[config.mk]
export PLATFORM = sky130hd
export DESIGN_NAME = truth_table_sweeper_flat
export DESIGN_NICKNAME = d
export VERILOG_FILES = /design/src/rtl/truth_table_sweeper_if.sv /design/src/rtl/truth_table_sweeper.sv /design/src/flat_wrapper.sv
export SDC_FILE = /design/constraint.sdc
export NUM_CORES = 1
export LEC_CHECK = 0
export CORE_AREA = 2 2 50 52
export CTS_CLUSTER_DIAMETER = 40
export DETAILED_ROUTE_END_ITERATION = 8
export DIE_AREA = 0 0 52 54
export PLACE_DENSITY = 0.72
export RECOVER_POWER = 100
export SLEW_MARGIN = 30
export SYNTH_ARGS = -nofsm -noshare
export SYNTH_HDL_FRONTEND = slang
export SYNTH_SLANG_ARGS = --single-unit
export TNS_END_PERCENT = 20
[constraint.sdc]
create_clock -name clk -period 5.05 [get_ports clk]
set_input_delay 0.505 -clock clk [delete_from_list [all_inputs] [get_ports clk]]
set_output_delay 0.505 -clock clk [all_outputs]
set_load 0.005 [all_outputs]
[src/rtl/truth_table_sweeper_if.sv]
// Bus between the truth-table sweeper and the combinational block it exercises,
// plus the result signals consumed by LEDs or a bench.
interface truth_table_sweeper_if #(
  parameter int N_IN  = 4,
  parameter int N_OUT = 1
);
  logic             start;
  logic [N_IN-1:0]  stim;
  logic [N_OUT-1:0] dut_f;
  logic             busy;
  logic             done;
  logic             pass;
  logic [N_IN:0]    err_count;
  logic             fail_valid;
  logic [N_IN-1:0]  first_fail_idx;

  // Sweeper side: drives stimulus and results, observes start and the response.
  modport master (
    input  start,
    input  dut_f,
    output stim,
    output busy,
    output done,
    output pass,
    output err_count,
    output fail_valid,
    output first_fail_idx
  );

  // Environment side: the block under test plus whoever launches sweeps.
  modport slave (
    output start,
    output dut_f,
    input  stim,
    input  busy,
    input  done,
    input  pass,
    input  err_count,
    input  fail_valid,
    input  first_fail_idx
  );
endinterface

[src/rtl/truth_table_sweeper.sv]
// Exhaustive truth-table sweeper: walks every input vector of a combinational
// block, holds each one HOLD_CYCLES clocks and scores the response against EXPECT.
module truth_table_sweeper #(
  parameter int                         N_IN        = 4,
  parameter int                         N_OUT       = 1,
  parameter int                         HOLD_CYCLES = 2,
  parameter logic [N_OUT*(2**N_IN)-1:0] EXPECT      = 16'hA5C3
) (
  input logic                   clk,
  input logic                   rst_n,
  truth_table_sweeper_if.master bus
);

  localparam int HW = (HOLD_CYCLES > 1) ? $clog2(HOLD_CYCLES) : 1;

  localparam logic [1:0] S_IDLE  = 2'd0;
  localparam logic [1:0] S_APPLY = 2'd1;
  localparam logic [1:0] S_DONE  = 2'd2;

  localparam logic [HW-1:0]   HOLD_RELOAD = HW'(HOLD_CYCLES - 1);
  localparam logic [HW-1:0]   HOLD_ZERO   = HW'(0);
  localparam logic [HW-1:0]   HOLD_ONE    = HW'(1);
  localparam logic [N_IN-1:0] STIM_ZERO   = N_IN'(0);
  localparam logic [N_IN-1:0] STIM_ONE    = N_IN'(1);
  localparam logic [N_IN:0]   ERR_ZERO    = (N_IN+1)'(0);
  localparam logic [N_IN:0]   ERR_ONE     = (N_IN+1)'(1);

  // Expected response for one input vector, sliced out of the packed table.
  function automatic logic [N_OUT-1:0] expect_at(input logic [N_IN-1:0] idx);
    expect_at = EXPECT[int'(idx)*N_OUT +: N_OUT];
  endfunction

  logic [1:0]      r_state;
  logic [N_IN-1:0] r_stim;
  logic [HW-1:0]   r_hold;
  logic            r_busy;
  logic            r_done;
  logic [N_IN:0]   r_err;
  logic            r_fail_valid;
  logic [N_IN-1:0] r_first;

  logic [1:0]      w_state_nxt;
  logic [N_IN-1:0] w_stim_nxt;
  logic [HW-1:0]   w_hold_nxt;
  logic            w_busy_nxt;
  logic            w_done_nxt;
  logic [N_IN:0]   w_err_nxt;
  logic            w_fail_valid_nxt;
  logic [N_IN-1:0] w_first_nxt;

  logic w_sample;
  logic w_mismatch;
  logic w_last;

  assign w_sample   = (r_hold == HOLD_ZERO);
  assign w_mismatch = w_sample && (bus.dut_f != expect_at(r_stim));
  assign w_last     = &r_stim;

  // Next-state logic for the sweep FSM and the result accumulators.
  always_comb begin
    w_state_nxt      = r_state;
    w_stim_nxt       = r_stim;
    w_hold_nxt       = r_hold;
    w_busy_nxt       = r_busy;
    w_done_nxt       = r_done;
    w_err_nxt        = r_err;
    w_fail_valid_nxt = r_fail_valid;
    w_first_nxt      = r_first;

    case (r_state)
      S_IDLE, S_DONE: begin
        // A restart from DONE discards the previous results entirely.
        if (bus.start) begin
          w_state_nxt      = S_APPLY;
          w_stim_nxt       = STIM_ZERO;
          w_hold_nxt       = HOLD_RELOAD;
          w_busy_nxt       = 1'b1;
          w_done_nxt       = 1'b0;
          w_err_nxt        = ERR_ZERO;
          w_fail_valid_nxt = 1'b0;
          w_first_nxt      = STIM_ZERO;
        end else begin
          w_state_nxt = r_state;
        end
      end

      S_APPLY: begin
        if (!w_sample) begin
          w_hold_nxt = r_hold - HOLD_ONE;
        end else begin
          if (w_mismatch) begin
            w_err_nxt = r_err + ERR_ONE;
          end else begin
            w_err_nxt = r_err;
          end

          if (w_mismatch && !r_fail_valid) begin
            w_fail_valid_nxt = 1'b1;
            w_first_nxt      = r_stim;
          end else begin
            w_fail_valid_nxt = r_fail_valid;
          end

          // The all-ones vector ends the sweep; stim parks there rather than wrapping.
          if (w_last) begin
            w_state_nxt = S_DONE;
            w_busy_nxt  = 1'b0;
            w_done_nxt  = 1'b1;
          end else begin
            w_stim_nxt = r_stim + STIM_ONE;
            w_hold_nxt = HOLD_RELOAD;
          end
        end
      end

      default: begin
        w_state_nxt = S_IDLE;
        w_busy_nxt  = 1'b0;
        w_done_nxt  = 1'b0;
      end
    endcase
  end

  // State and result registers; reset wipes any partial sweep.
  always_ff @(posedge clk or negedge rst_n) begin
    if (!rst_n) begin
      r_state      <= S_IDLE;
      r_stim       <= STIM_ZERO;
      r_hold       <= HOLD_ZERO;
      r_busy       <= 1'b0;
      r_done       <= 1'b0;
      r_err        <= ERR_ZERO;
      r_fail_valid <= 1'b0;
      r_first      <= STIM_ZERO;
    end else begin
      r_state      <= w_state_nxt;
      r_stim       <= w_stim_nxt;
      r_hold       <= w_hold_nxt;
      r_busy       <= w_busy_nxt;
      r_done       <= w_done_nxt;
      r_err        <= w_err_nxt;
      r_fail_valid <= w_fail_valid_nxt;
      r_first      <= w_first_nxt;
    end
  end

  assign bus.stim           = r_stim;
  assign bus.busy           = r_busy;
  assign bus.done           = r_done;
  assign bus.err_count      = r_err;
  assign bus.fail_valid     = r_fail_valid;
  assign bus.first_fail_idx = r_first;
  assign bus.pass           = r_done && (r_err == ERR_ZERO);

endmodule

[src/flat_wrapper.sv]
// flat-port wrapper written by rule: the top's interface ports become plain ports
module truth_table_sweeper_flat 
#(
  parameter int                         N_IN        = 4,
  parameter int                         N_OUT       = 1,
  parameter int                         HOLD_CYCLES = 2,
  parameter logic [N_OUT*(2**N_IN)-1:0] EXPECT      = 16'hA5C3
)
  (clk, rst_n, bus_start, bus_dut_f, bus_stim, bus_busy, bus_done, bus_pass, bus_err_count, bus_fail_valid, bus_first_fail_idx);
  truth_table_sweeper_if #(.N_IN(N_IN), .N_OUT(N_OUT)) bus_i ();
  input logic clk;
  input logic rst_n;
  input wire logic [$bits(bus_i.start)-1:0] bus_start;
  input wire logic [$bits(bus_i.dut_f)-1:0] bus_dut_f;
  output wire logic [$bits(bus_i.stim)-1:0] bus_stim;
  output wire logic [$bits(bus_i.busy)-1:0] bus_busy;
  output wire logic [$bits(bus_i.done)-1:0] bus_done;
  output wire logic [$bits(bus_i.pass)-1:0] bus_pass;
  output wire logic [$bits(bus_i.err_count)-1:0] bus_err_count;
  output wire logic [$bits(bus_i.fail_valid)-1:0] bus_fail_valid;
  output wire logic [$bits(bus_i.first_fail_idx)-1:0] bus_first_fail_idx;
  assign bus_i.start = bus_start;
  assign bus_i.dut_f = bus_dut_f;
  assign bus_stim = bus_i.stim;
  assign bus_busy = bus_i.busy;
  assign bus_done = bus_i.done;
  assign bus_pass = bus_i.pass;
  assign bus_err_count = bus_i.err_count;
  assign bus_fail_valid = bus_i.fail_valid;
  assign bus_first_fail_idx = bus_i.first_fail_idx;
  truth_table_sweeper #(.N_IN(N_IN), .N_OUT(N_OUT), .HOLD_CYCLES(HOLD_CYCLES), .EXPECT(EXPECT)) u_core (.clk(clk), .rst_n(rst_n), .bus(bus_i));
endmodule
==> flow_metrics.py, run 1 <==
metrics = {
    "timing": {
        "fin_tns_setup_ns": 0,
        "slew_headroom_pct": 41.9,
        "finalCritPeriodShare_pct": 45.0,
        "setup_viol": 0,
        "slew_viol_final": 0,
        "min_period_ns": 2.27,
        "rsz0062_at_grt": "false",
        "hold_viol_final": 0,
        "setup_slack_ns": 2.78,
        "worstMarginPinSlew_ns": 0.869,
        "holdWs_ns": 0.507,
        "finClkSkew_ns": 0.00615,
        "max_freq_ghz": 0.440,
    },
    "synthesis": {
        "synth_warnings": 0,
        "ys_types": 40,
        "synth_top_area_cell": "dfrtp_1",
        "netlist.area_leader.share_pct": 43.7,
        "avgSynthCellArea_um2": 9.81,
        "syn_inst": 105,
        "synth-simple-area-share_pct": 21.6,
        "synth_top_family_by_area": "compound AO/OA/AOI/OAI gates",
        "synth.area.top_cells": "dfrtp_1 (44%), a32o_1 (5.8%), ha_1 (4.9%)",
        "synth_ff_type": "dfrtp_1",
        "seq_area_frac_synth_pct": 43.7,
        "synthXorXnorAreaFrac_pct": 2.55,
        "synth_seq_cells": 18,
        "synth_compound_area_share_pct": 23.2,
        "synthMuxAreaShare_pct": 0.972,
        "syn_area_mm2": 0.00103,
        "synth_edf_count": 0,
        "syn_nets": 113,
        "synthArstFlopShare_pct": 100,
        "synthAdderAreaFrac_pct": 4.86,
    },
    "power_and_ir_drop": {
        "p_int_uw": 474,
        "switching_share_pct": 44.0,
        "power_uw": 845,
        "seq_power_share_pct": 33.7,
        "clkPwrFrac_pct": 11.1,
        "powerDensity_mw_per_mm2": 655,
        "ir_drop_mv": 0.374,
        "cellLeakagePower_uw": 0.000577,
        "switching_power_uw": 372,
        "pwr-share-comb_pct": 55.3,
    },
    "worst_setup_path": {
        "r2r_setup_slack_ns": 3.15,
        "rr_worst_depth": 5,
        "end_kind": "output pin",
        "worstSetupPathType": "register to output pin",
        "r2r_end": "u_core.bus.err_count[0]",
        "cp.arrival_ns": 1.77,
        "r2r-start": "u_core.bus.stim[2]",
        "cp.required_ns": 4.55,
        "path_max_fanout": 6,
        "startpoint_type": "register",
    },
    "drt": {
        "wl_um": 2480,
        "drc": 0,
        "drt_iter0_drc": 29,
        "first_pass_iters": 4,
        "vias": 937,
        "ant_nets": 0,
        "wl_per_cell_um": 15.8,
        "routed_via_density": 5.97,
    },
    "floorplanning": {
        "io_pins": 21,
        "core-area_mm2": 0.00232,
        "row_count": 18,
        "die_height_um": 54,
        "start_util_pct": 44.4,
        "die_w_um": 52,
        "die-area_mm2": 0.00281,
    },
    "worst_hold_path": {
        "hp-start": "u_core.bus.first_fail_idx[2]",
        "hp-class": "register to register",
        "min_delay_path_depth": 1,
        "min_to": "u_core.bus.first_fail_idx[2]",
    },
    "global_route": {
        "track_usage_pct": 19.7,
        "antenna_found_initial": 0,
        "grt_max_degree": 19,
        "grt_pass1_vias": 863,
        "grt_overflow_total": 0,
        "grt_pass1_wl_um": 4020,
    },
    "finish": {
        "insertedDiodeCount": 0,
        "fillers": 211,
        "final_area_mm2": 0.00129,
        "layout-drive-gt1-share_pct": 7.09,
        "finalNetCount": 136,
        "syn_to_final_growth_pct": 25.4,
    },
    "place": {
        "postPlaceCellArea_mm2": 0.00125,
        "portBuffers": 20,
        "place_hpwl_um": 1720,
        "gp_congestion": 0.874,
        "place_ws_ns": 2.83,
    },
    "clock_tree": {
        "clkSinkCount": 18,
        "cts_root_buffer": "clkbuf_4",
        "cts_buffer_depth": 2,
        "numCtsBuffers": 3,
        "cts_tree": "done",
        "insertion_delay_ns": 0.31,
        "cts-resized-gates": 0,
        "ctsHoldBuffers": 0,
        "path_clk_slew_ns": 0.11,
        "cts.htree.levels": 1,
        "post_cts.repair.setup_buffers": 0,
    },
    "outcome": {
        "status": "completed",
    },
    "flow_run": {
        "drv_cap": 0,
    },
}
state kept, by name (all words and copies together) (netlist names):
signal and flops:
u_core.bus.stim 4, u_core.bus.done 1, u_core.bus.fail_valid 1, u_core.bus.err_count 5, u_core.bus.first_fail_idx 4, u_core.r_hold 1, u_core.bus.busy 1, u_core.r_state 1
critical path: stages, from the launching register on:
cell	delay (ns)
dfrtp_1	0.45
inv_1	0.08
ha_1	0.14
nand2_1	0.05
nor4_1	0.15
dlygate4sd3_1	0.60
logic make-up after synthesis:
kind of cell             count (synthesis)
AND/OR/NAND/NOR                         41
adder cells (fa/ha/maj)                  4
flip-flops                              18
XOR/XNOR                                 3
multiplexers                             1
AO/OA/AOI/OAI                           31
buffers and inverters                    7
metal layers:
layer	GRT usage, %	wire length, um	share of wire (%)
met5	0	0	0
met4	9.21	44	1.8
met3	3.33	103	4.2
met2	31.9	1220	49
met1	25.8	1110	45
Yosys cell counts (2+ instances only):
master    instances
a21oi_1           3
a31oi_1           2
a32o_1            6
a32oi_1           2
and3_1            2
dfrtp_1          18
ha_1              4
inv_1             5
nand2_1           9
nand2b_1          4
nand3_1           2
nor2_1           10
nor3b_1           3
o21ai_0           6
o31ai_1           2
o32ai_1           2
xnor2_1           2
per-stage QoR:
stage	std cells	util (%)
after floorplan	105	-
after global placement	153	54.1
after detailed placement	153	54.1
after CTS	157	55.7
after global routing	157	55.7
final	157	55.7
final cells by class:
type,count,area [um^2],share of cell area [%]
clock buffer,4,36.3,2.81
inverter,5,18.8,1.45
multi-input combinational,80,548,42.4
sequential,18,450,34.9
tap,30,37.5,2.91
timing repair buffer,20,200,15.5
power groups by stage:
stage	logic [uW]	registers (uW)	clock network, uW
detailed placement	480	289	0
global placement	470	284	0
floorplan	324	269	0
finish	467	285	93.5
global route	526	297	101
CTS	484	287	97.4
worst max-delay path by stage:
stage	from	end	slack [ns]
4_1_cts	u_core.bus.err_count[0]	bus_pass	2.79
5_1_grt	u_core.bus.err_count[0]	bus_pass	2.62
6_report	u_core.bus.err_count[0]	bus_pass	2.78
3_5_place_dp	bus_dut_f	u_core.bus.first_fail_idx[1]	2.83
2_1_floorplan	u_core.bus.stim[2]	u_core.bus.first_fail_idx[0]	3.37
3_3_place_gp	bus_dut_f	u_core.bus.first_fail_idx[0]	2.88
cells in the final DEF, fill, tap and decap left out, types with 3 or more instances in the layout:
cell | Yosys | final
nand2_1 | 9 | 9
a21oi_1 | 3 | 3
a32o_1 | 6 | 6
ha_1 | 4 | 4
o21ai_0 | 6 | 6
clkbuf_4 | 0 | 3
nor3b_1 | 3 | 3
nand2b_1 | 4 | 4
inv_1 | 5 | 5
dfrtp_1 | 18 | 18
dlygate4sd3_1 | 0 | 19
nor2_1 | 10 | 10
Note: power is estimated with default switching activity, not from simulation.
==> inputs of run 2 (changes only) <==
Clock period 5.05 ns to 2.3 ns, I/O delays scaled along.
==> run 2 against run 1 <==
Effect of this change:
- critical path depth is the same
- clock skew is essentially flat
- power grew 120%
- cell count grew 0.64%
- count of clock-buffer cells in the layout shrank 1
- sequential power grew 120%
- global-route usage grew 0.37 points
- critical path type is now register to register
==> flow_metrics.py, run 2 (synthesis gave the netlist of run 1 again) <==
metrics = {
    "worst_setup_path": {
        "path_cells": "ha_1, nor2_1, a211o_1, and2_0, a32o_1",
        "cp_top_family": "compound AO/OA/AOI/OAI gates",
        "cp.required_ns": 2.49,
        "r2r_setup_slack_ns": 0.29,
        "rr_worst_depth": 5,
        "cpPeakStageDelay_ns": 0.47,
        "worstSetupPathType": "register to register",
        "startpoint_type": "register",
        "crit_cells": 5,
        "r2r-start": "u_core.bus.stim[2]",
        "slowest_stage": "dfrtp_1",
        "critical_path_buf_inv_count": 0,
        "cp.arrival_ns": 2.19,
        "path_max_fanout": 7,
        "r2r_end": "u_core.bus.first_fail_idx[2]",
        "end_kind": "register",
    },
    "clock_tree": {
        "cts_buffer_depth": 2,
        "path_clk_slew_ns": 0.11,
        "insertion_delay_ns": 0.30,
        "cts_root_buffer": "clkbuf_4",
        "cts-resized-gates": 0,
        "post_cts.repair.setup_buffers": 0,
        "numCtsBuffers": 3,
        "clkSinkCount": 18,
        "ctsHoldBuffers": 0,
        "cts.htree.levels": 1,
        "cts_tree": "done",
    },
    "worst_hold_path": {
        "hp-start": "u_core.bus.first_fail_idx[0]",
        "min_delay_path_depth": 1,
        "min_to": "u_core.bus.first_fail_idx[0]",
        "hp-class": "register to register",
    },
    "power_and_ir_drop": {
        "seq_power_share_pct": 34.0,
        "switching_power_uw": 822,
        "pwr-share-comb_pct": 57.1,
        "powerDensity_mw_per_mm2": 1420,
        "cellLeakagePower_uw": 0.000572,
        "switching_share_pct": 45.0,
        "p_int_uw": 1000,
        "ir_drop_mv": 0.698,
        "clkPwrFrac_pct": 8.9,
    },
    "floorplanning": {
        "start_util_pct": 44.4,
        "row_count": 18,
        "core-area_mm2": 0.00232,
        "io_pins": 21,
        "die_w_um": 52,
        "die-area_mm2": 0.00281,
        "die_height_um": 54,
    },
    "drt": {
        "drt_iter0_drc": 26,
        "wl_um": 2520,
        "wl_per_cell_um": 16.0,
        "ant_nets": 0,
        "vias": 921,
        "routed_via_density": 5.83,
        "first_pass_iters": 4,
        "drc": 0,
    },
    "finish": {
        "largest_reg_flops": 5,
        "layout-drive-gt1-share_pct": 6.25,
        "syn_to_final_growth_pct": 24.9,
        "insertedDiodeCount": 0,
        "final_cell_mix": "dlygate4sd3_1 (18), dfrtp_1 (18), nor2_1 (10), nand2_1 (9)",
        "fillers": 208,
        "finalNetCount": 138,
        "post_layout_nonfiller_instances": 158,
    },
    "timing": {
        "holdWs_ns": 0.507,
        "rsz0062_at_grt": "false",
        "min_period_ns": 2.01,
        "fin_tns_setup_ns": 0,
        "finClkSkew_ns": 0.00657,
        "max_freq_ghz": 0.498,
        "setup_viol": 0,
        "slew_headroom_pct": 33.1,
        "hold_viol_final": 0,
        "slew_viol_final": 0,
        "finalCritPeriodShare_pct": 87.2,
        "setup_slack_ns": 0.294,
        "worstMarginPinSlew_ns": 1.00,
    },
    "flow_run": {
        "drv_cap": 0,
    },
    "place": {
        "place_ws_ns": 0.352,
        "gp_congestion": 0.869,
        "dp.cells": 155,
        "place_hpwl_um": 1800,
        "portBuffers": 20,
    },
    "global_route": {
        "grt_max_degree": 19,
        "grt_pass1_wl_um": 4080,
        "grt_pass1_vias": 905,
        "track_usage_pct": 20.1,
        "grt_overflow_total": 0,
        "antenna_found_initial": 0,
    },
    "outcome": {
        "status": "completed",
    },
}
## run 2: layout make-up
cell class | instances | area (um^2) | share of cell area, %
timing repair buffer | 22 | 211 | 16.4
clock buffer | 3 | 22.5 | 1.75
inverter | 5 | 18.8 | 1.46
multi-input combinational | 80 | 546 | 42.4
sequential | 18 | 450 | 35.0
tap | 30 | 37.5 | 2.92
## run 2: power groups by stage
stage | clock [uW] | combinational [uW] | sequential [uW]
after floorplan | 0 | 711 | 590
after detailed placement | 0 | 1090 | 632
after global routing | 178 | 1150 | 649
after global placement | 0 | 1050 | 625
after CTS | 167 | 1090 | 626
final | 163 | 1040 | 621
## run 2: per-stage QoR
stage | util [%] | power [uW] | area, um^2
finish | 55.4 | 1830 | 1290
global route | 55.4 | 1980 | 1290
CTS | 55.7 | 1890 | 1290
detailed placement | 54.7 | 1720 | 1270
global placement | 54.7 | 1670 | 1270
floorplan | - | 1300 | 1030
## run 2: worst max-delay path by stage
stage | from | to | slack [ns]
2_1_floorplan | u_core.bus.stim[2] | u_core.bus.first_fail_idx[0] | 0.62
3_3_place_gp | bus_dut_f | u_core.bus.first_fail_idx[0] | 0.41
3_5_place_dp | bus_dut_f | u_core.bus.first_fail_idx[2] | 0.35
4_1_cts | u_core.bus.err_count[0] | bus_pass | 0.34
5_1_grt | u_core.bus.err_count[0] | bus_pass | 0.14
6_report | u_core.bus.stim[2] | u_core.bus.first_fail_idx[2] | 0.29
## run 2: layer usage
layer  up-vias  track usage (%)  routed length (um)  share of wire [%]
met1       446             24.7                1140                 45
met4         0             7.46                  44                1.7
met3         7             4.44                 106                4.2
met5         -                0                   0                  0
met2        21             34.6                1230                 49
li1        447                -                   -                  -
==> inputs of run 3 (changes only) <==
Settings changed: CAP_MARGIN from default to 40, REMOVE_ABC_BUFFERS from default to 1.
==> run 3 against run 2 <==
Effect of this change:
- sequential power hardly changed
- clock skew is 0.0043 ns lower
- first-iteration DRC count is 15% lower
- worst setup slack hardly changed
- die area stayed put
- critical endpoint is now bus_pass
==> flow_metrics.py, run 3 (synthesis gave the netlist of run 1 again) <==
metrics = {
    "clock_tree": {
        "cts_tree": "done",
        "post_cts.repair.setup_buffers": 0,
        "numCtsBuffers": 3,
        "path_clk_slew_ns": 0.11,
        "cts-resized-gates": 0,
        "cts_root_buffer": "clkbuf_4",
        "cts.htree.levels": 1,
        "ctsHoldBuffers": 0,
        "clkSinkCount": 18,
        "cts_buffer_depth": 2,
        "insertion_delay_ns": 0.29,
    },
    "place": {
        "place_hpwl_um": 1690,
        "gp_congestion": 0.846,
        "portBuffers": 20,
        "place_ws_ns": 0.344,
        "postPlaceCellArea_mm2": 0.00126,
    },
    "timing": {
        "worstMarginPinSlew_ns": 1.02,
        "setup_slack_ns": 0.293,
        "finClkSkew_ns": 0.00223,
        "finalCritPeriodShare_pct": 87.2,
        "slew_headroom_pct": 32.0,
        "fin_tns_setup_ns": 0,
        "setup_viol": 0,
        "rsz0062_at_grt": "false",
        "hold_viol_final": 0,
        "holdWs_ns": 0.497,
        "max_freq_ghz": 0.498,
        "min_period_ns": 2.01,
        "slew_viol_final": 0,
    },
    "worst_hold_path": {
        "min_delay_path_depth": 1,
        "hp-class": "register to register",
    },
    "floorplanning": {
        "start_util_pct": 44.4,
        "io_pins": 21,
        "die-area_mm2": 0.00281,
        "die_w_um": 52,
        "core-area_mm2": 0.00232,
        "die_height_um": 54,
        "row_count": 18,
    },
    "global_route": {
        "grt_pass1_wl_um": 3750,
        "grt_pass1_vias": 824,
        "track_usage_pct": 18.5,
        "grt_max_degree": 19,
        "antenna_found_initial": 0,
        "grt_overflow_total": 0,
    },
    "power_and_ir_drop": {
        "powerDensity_mw_per_mm2": 1410,
        "ir_drop_mv": 0.848,
        "cellLeakagePower_uw": 0.000575,
    },
    "outcome": {
        "status": "completed",
    },
    "finish": {
        "final_area_mm2": 0.00129,
        "register_area_um2": 450,
        "syn_to_final_growth_pct": 25.5,
        "finalNetCount": 137,
        "final_cell_mix": "dlygate4sd3_1 (18), dfrtp_1 (18), nor2_1 (10), nand2_1 (9)",
        "layout-drive-gt1-share_pct": 6.25,
        "fillers": 216,
        "multi_input_area_um2": 546,
        "largest_reg_flops": 5,
        "insertedDiodeCount": 0,
    },
    "drt": {
        "wl_per_cell_um": 14.8,
        "vias": 926,
        "drt_iter0_drc": 22,
        "routed_via_density": 5.86,
        "drc": 0,
        "ant_nets": 0,
        "wl_um": 2340,
        "first_pass_iters": 4,
    },
    "worst_setup_path": {
        "cpPeakStageDelay_ns": 0.60,
        "crit_cells": 5,
        "startpoint_type": "register",
        "worstSetupPathType": "register to output pin",
        "cp_top_family": "buffers and inverters",
        "end_kind": "output pin",
        "cp.required_ns": 2.07,
        "rr_worst_depth": 5,
        "cp.arrival_ns": 1.78,
        "critical_path_buf_inv_count": 2,
        "slowest_stage": "dlygate4sd3_1",
        "path_cells": "inv_1, ha_1, nand2_1, nor4_1, dlygate4sd3_1",
        "path_max_fanout": 6,
    },
    "flow_run": {
        "drv_cap": 0,
    },
}
## run 3: cell types whose count changed in the layout (fill, tap and decap cells not counted), sizes merged
cell    before  now
buf          1    0
clkbuf       4    5
## run 3: power breakdown
part / internal [uW] / total [uW] / switching (uW)
Clock: 96.5 / 197 / 101
Combinational: 483 / 1000 / 518
Sequential: 446 / 622 / 176
Total: 1030 / 1820 / 795
## run 3: metrics by stage
stage	instances	total power (uW)	util, %
2_1_floorplan	103	1280	-
3_3_place_gp	154	1670	54.4
3_5_place_dp	154	1690	54.4
4_1_cts	158	1890	56.0
5_1_grt	158	1990	55.7
6_report	158	1820	55.7
## run 3: worst paths after layout
kind                                              start                            to  slack (ns)
hold reg to reg            u_core.bus.first_fail_idx[3]  u_core.bus.first_fail_idx[3]        0.50
setup / recovery                u_core.bus.err_count[0]                      bus_pass        0.29
max in group asynchronous                         rst_n            u_core.bus.stim[2]        1.08
hold / removal             u_core.bus.first_fail_idx[3]  u_core.bus.first_fail_idx[3]        0.50
min in group asynchronous                         rst_n       u_core.bus.err_count[3]        0.61
setup reg to reg                     u_core.bus.stim[2]  u_core.bus.first_fail_idx[1]        0.32
## run 3: cell type report
type | instances | area share [%]
clock buffers | 4 | 2.81
inverters | 5 | 1.45
well taps | 30 | 2.90
flip-flops and latches | 18 | 34.8
repair buffers | 21 | 15.8
multi-input cells | 80 | 42.2
## run 3: worst register-to-register path: stages, from the launching register on
cell and delay (ns):
dfrtp_1 0.47, ha_1 0.38, nor2_1 0.08, a211o_1 0.38, and2_0 0.28, a32o_1 0.29
## run 3: metal layers
layer	global-route usage, %	vias up	routed length, um
met5	0	-	0
met4	11.0	0	38
met3	2.50	4	86
met2	28.9	26	1090
met1	24.6	453	1120
li1	-	443	-
